<file path="config.mk">
export PLATFORM = sky130hd
export DESIGN_NAME = weight_stream_loader
export DESIGN_NICKNAME = d
export VERILOG_FILES = /design/src/rtl/weight_stream_loader.sv
export SDC_FILE = /design/constraint.sdc
export NUM_CORES = 1
export LEC_CHECK = 0
export CAP_MARGIN = 20
export CORE_MARGIN = 2
export CORE_UTILIZATION = 49
export DETAILED_ROUTE_END_ITERATION = 6
export HOLD_SLACK_MARGIN = 0.03
export PLACE_DENSITY = 0.79
export SLEW_MARGIN = 10
export SYNTH_ARGS = -nofsm -noshare
export SYNTH_HDL_FRONTEND = slang
export SYNTH_SLANG_ARGS = --single-unit
</file>
<file path="constraint.sdc">
create_clock -name clk -period 2.3 [get_ports clk]
set_input_delay 0.345 -clock clk [delete_from_list [all_inputs] [get_ports clk]]
set_output_delay 0.345 -clock clk [all_outputs]
set_load 0.02 [all_outputs]
</file>
<file path="src/rtl/weight_stream_loader.sv">
// Write-side front end for one layer's neuron weight memories: parses header+weight
// packets from a valid/ready stream and drives the selected memory's write port.
module weight_stream_loader #(
    parameter int numNeuron    = 4,
    parameter int numWeight    = 3,
    parameter int layerNo      = 1,
    parameter int addressWidth = 10,
    parameter int dataWidth    = 16
) (
    input  logic                    clk,
    input  logic                    rst_n,
    input  logic                    clr,
    input  logic                    s_valid,
    output logic                    s_ready,
    input  logic [dataWidth-1:0]    s_data,
    input  logic                    s_last,
    output logic [numNeuron-1:0]    wen,
    output logic [addressWidth-1:0] wadd,
    output logic [dataWidth-1:0]    win,
    output logic                    done,
    output logic [numNeuron-1:0]    loaded,
    output logic                    err
);

    typedef enum logic [1:0] {HDR, LOAD, SKIP} state_t;

    // One extra counter bit so a full 2^addressWidth packet never wraps.
    localparam logic [addressWidth:0] LAST_CNT = (addressWidth+1)'(numWeight - 1);

    state_t                state_reg;
    logic [7:0]            neuron_reg;
    logic [addressWidth:0] cnt_reg;
    logic [numNeuron-1:0]  hit;
    logic [7:0]            hdr_layer;
    logic [7:0]            hdr_neuron;
    logic                  hdr_in_range;
    logic                  cnt_at_last;

    genvar gi;
    generate
        for (gi = 0; gi < numNeuron; gi++) begin : g_hit
            assign hit[gi] = (neuron_reg == 8'(gi));
        end
    endgenerate

    assign hdr_layer    = s_data[15:8];
    assign hdr_neuron   = s_data[7:0];
    assign hdr_in_range = ({1'b0, hdr_neuron} < 9'(numNeuron));
    assign cnt_at_last  = (cnt_reg == LAST_CNT);
    assign s_ready      = rst_n & ~clr;

    always_ff @(posedge clk or negedge rst_n) begin
        if (!rst_n) begin
            state_reg  <= HDR;
            neuron_reg <= '0;
            cnt_reg    <= '0;
            wen        <= '0;
            wadd       <= '0;
            win        <= '0;
            done       <= 1'b0;
            loaded     <= '0;
            err        <= 1'b0;
        end else begin
            wen  <= '0;
            done <= 1'b0;
            if (clr) begin
                state_reg <= HDR;
                loaded    <= '0;
                err       <= 1'b0;
            end else if (s_valid) begin
                case (state_reg)
                    HDR: begin
                        neuron_reg <= hdr_neuron;
                        cnt_reg    <= '0;
                        if (s_last) begin
                            err <= 1'b1;
                        end else if (hdr_layer == 8'(layerNo)) begin
                            if (hdr_in_range) begin
                                state_reg <= LOAD;
                            end else begin
                                state_reg <= SKIP;
                                err       <= 1'b1;
                            end
                        end else begin
                            state_reg <= SKIP;
                        end
                    end
                    LOAD: begin
                        wen     <= hit;
                        wadd    <= cnt_reg[addressWidth-1:0];
                        win     <= s_data;
                        cnt_reg <= cnt_reg + 1'b1;
                        if (cnt_at_last) begin
                            loaded    <= loaded | hit;
                            done      <= 1'b1;
                            state_reg <= HDR;
                            if (!s_last) err <= 1'b1;
                        end else if (s_last) begin
                            err       <= 1'b1;
                            state_reg <= HDR;
                        end
                    end
                    SKIP: begin
                        cnt_reg <= cnt_reg + 1'b1;
                        if (cnt_at_last) begin
                            state_reg <= HDR;
                            if (!s_last) err <= 1'b1;
                        end else if (s_last) begin
                            err       <= 1'b1;
                            state_reg <= HDR;
                        end
                    end
                    default: state_reg <= HDR;
                endcase
            end
        end
    end

endmodule

</file>
==> metrics.md, run 1 <==
| Metric | Value |
|---|---|
| CP max stage cell | `clkdlybuf4s50_1` |
| Area delta synth->final | `35.2%` |
| Setup Fix Bufs, Post-CTS | `0` |
| Async SR Flop Fraction | `1.00` |
| Post-synthesis cell area | `2460 um2` |
| Switching power | `0.000504 W` |
| Sw Share | `0.230` |
| Clock-pin slew of the registers on the worst-case setup and hold paths | `60 ps` |
| Unique cell type count in the Yosys netlist | `37` |
| CP max FO | `11` |
| Worst Max-Slew Pin Slew | `696 ps` |
| Die width | `74.9 um` |
| Reg-to-Reg End | `state_reg[0]` |
| Final WS setup | `229 ps` |
| Rows | `25` |
| Power Total | `0.00219 W` |
| VDD IR max | `628 uV` |
| IO Pins | `58` |
| DIE AREA | `5610 um2` |
| Number of global-route vias before repair | `1,792` |
| Largest net degree at the start of global routing | `58` |
| RSZ-0062 raised after global routing | `false` |
| EDFF count, synth | `0` |
| Max FFs per register | `16` |
| TritonRoute pass-1 iters | `4` |
| Clock Path Buffers | `2` |
| CP delay by family, top | `buffers and inverters` |
| H-Tree Depth | `3` |
| TritonCTS clock tree | `built` |
| Grt met2 use | `0.293` |
| Period utilization | `0.901` |
| # diodes | `0` |
| GR Layer Usage met3 | `0.0629` |
| Skew final | `6.78 ps` |
| CTS Hold Bufs | `0` |
| GR peak layer | `met2` |
| Slew Limit Headroom | `0.536` |
| Final Critical Period | `2070 ps` |
| WP data arrival | `1730 ps` |
| Worst path required time | `1960 ps` |
| ANT nets after route | `0` |
| GRT overflow | `0` |
| Setup tns final | `0 ps` |
| Root buffer cell | `clkbuf_8` |
| Overall routing resource usage | `0.203` |
| Setup WS pre-CTS | `168 ps` |
| CP cell instances | `clkdlybuf4s50_1 > buf_4 > nor2b_1 > clkdlybuf4s50_1` |
| Via density | `5.24` |
| First-pass GRT wire length | `8240 um` |
| Synthesis Warnings | `0` |
| CP Launch Type | `input pin` |
| Number of port buffers | `57` |
| Gpl congestion | `0.775` |
| Clock sinks | `57` |
| DR iter-0 viols | `133` |
| Syn_area_per_cell | `12.3 um2` |
| Initial antenna violation count | `0` |
| Final wirelength | `4960 um` |
| Initial Util | `0.514` |
| DR WL/cell | `14.5 um` |
| Die H | `74.9 um` |
| PD cells | `658 nW/um2` |
| Core area | `4790 um2` |
| Most used DFF post-synth | `dfrtp_1` |
| Post-Synthesis Cells | `200` |
| Most frequent CP cell | `clkdlybuf4s50_1` |
| CP endpoint kind | `output port` |
| Sequential Power Share | `0.496` |
| Syn nets | `226` |
| DRC viols | `0` |
| Setup-failing EPs final | `0` |
| Max-slew violations | `0` |
| R2R depth | `6` |
| Combinational share of power | `0.108` |
| R2r setup slk | `350 ps` |
| # nets final | `297` |
| Outcome | `finished clean` |
| RR Startpoint | `cnt_reg[0]` |
| Cts repair resizes | `0` |
| Post-synthesis sequential area ratio | `0.580` |
| Fin. Hold Viols | `0` |
| M1 GR Usage | `0.271` |
| Detailed placement HPWL | `3570 um` |
| Clock power share | `0.396` |
| CP Class | `in2out` |
| Layout cell share with drive strength beyond 1 | `0.215` |
| Yosys reg bits | `57` |
| Leak pwr | `1.50 nW` |
| Fmax achieved | `483 MHz` |
| Worst path bufs/invs | `3` |
| Crit-path max cell delay | `620 ps` |
| Worst skew pair latency | `330 ps` |
| Internal | `0.00169 W` |
| Vias | `1,787` |
| Hold WC Path Type | `in2async` |
| Max Cap Violations | `0` |
| CTS Buf Count | `9` |
[synth_stat cells, drive strengths merged (2+ instances only)]
| cell | count | area, um2 |
|---|---|---|
| a21oi | 2 | 10.0 |
| inv | 12 | 45.0 |
| o21ai | 9 | 45.0 |
| xnor2 | 2 | 17.5 |
| nor2 | 13 | 48.8 |
| o22ai | 3 | 18.8 |
| nor4 | 3 | 18.8 |
| nand2 | 11 | 41.3 |
| nand4 | 4 | 25.0 |
| nor2b | 3 | 18.8 |
| or4 | 3 | 26.3 |
| a311oi | 2 | 17.5 |
| buf | 4 | 22.5 |
| nor3 | 3 | 15.0 |
| nor4b | 2 | 17.5 |
| nand2b | 3 | 26.3 |
| o32ai | 2 | 17.5 |
| and3 | 3 | 18.8 |
| ha | 5 | 62.6 |
| dfrtp | 57 | 1430 |
| mux2 | 31 | 349 |
| nand3 | 6 | 30.0 |
| o31ai | 4 | 30.0 |
| xor2 | 3 | 26.3 |
[cell families (layout without fill, tap and decap cells)]
kind of cell	Yosys count	in the layout	synth area share
buffers and inverters	17	91	0.0290
and+or+nand+nor	61	61	0.143
adders and majority gates	5	5	0.0254
xor gates and xnor gates	5	5	0.0178
AOI/OAI and AO/OA	24	24	0.0636
muxes	31	31	0.142
DFF	57	57	0.580
[power by group through the flow]
stage / clock, W / sequential, W / combinational (W)
floorplan: 0 / 0.00111 / 0.000102
detailed placement: 0 / 0.00110 / 0.000240
global route: 0.000939 / 0.00109 / 0.000261
CTS: 0.000895 / 0.00109 / 0.000241
finish: 0.000866 / 0.00109 / 0.000237
global placement: 0 / 0.00110 / 0.000234
[worst max path at each step]
stage                             from          end  slack [ps]  depth (start not counted)
after CTS                          clr      s_ready         230                          4
after global placement         s_valid  cnt_reg[10]         170                          5
after global routing               clr      s_ready         140                          4
after detailed placement       s_valid  cnt_reg[10]         170                          5
final                              clr      s_ready         230                          4
after floorplan           state_reg[0]  cnt_reg[10]         380                          6
[stage by stage]
stage	cell area, um2	std cells	utilization	hold slack (ps)
6_report	3330	341	0.695	186
3_5_place_dp	3140	327	0.657	471
2_1_floorplan	2460	200	-	49.4
3_3_place_gp	3140	327	0.657	461
4_1_cts	3330	341	0.695	220
5_1_grt	3330	341	0.695	254
[placed cells by master, fill, tap and decap left out, types with 4 or more instances in the layout]
master,Yosys,final
dfrtp_1,57,57
clkdlybuf4s50_1,0,56
mux2_2,31,31
nor2_1,13,13
inv_1,12,12
nand2_1,11,11
clkbuf_8,0,10
o21ai_0,9,9
buf_4,0,8
nand3_1,6,6
ha_1,5,5
o31ai_1,4,4
nand4_1,4,4
[worst reg2reg max path, cell delays in order (launching register included)]
cell,delay [ps]
dfrtp_1,390
inv_1,130
ha_1,170
nor4b_1,300
a311oi_1,230
or4b_1,550
o31ai_1,80
[per-layer routing]
metal	share of wire	routed length, um	vias up
met5	0	0	-
met4	0.019	92	0
met3	0.053	264	9
met2	0.46	2300	48
met1	0.46	2300	873
li1	-	-	857
[layout make-up]
| cell class | count | area, um2 |
|---|---|---|
| clock buffer | 10 | 138 |
| clock inverter | 4 | 45.0 |
| inverter | 12 | 45.0 |
| timing repair buffer | 65 | 626 |
| tap | 67 | 83.8 |
| sequential | 57 | 1430 |
| multi-input combinational | 126 | 963 |
| fill | 381 | 1460 |
No activity file was read; power rests on OpenSTA's default activity.
==> run 2, diff against run 1 <==
--- a/config.mk
+++ b/config.mk
@@ -5,7 +5,6 @@
 export SDC_FILE = /design/constraint.sdc
 export NUM_CORES = 1
 export LEC_CHECK = 0
-export CAP_MARGIN = 20
 export CORE_MARGIN = 2
 export CORE_UTILIZATION = 49
 export DETAILED_ROUTE_END_ITERATION = 6
==> results of run 2 <==
Final layout, timing and power as in run 1 (identical DEF).
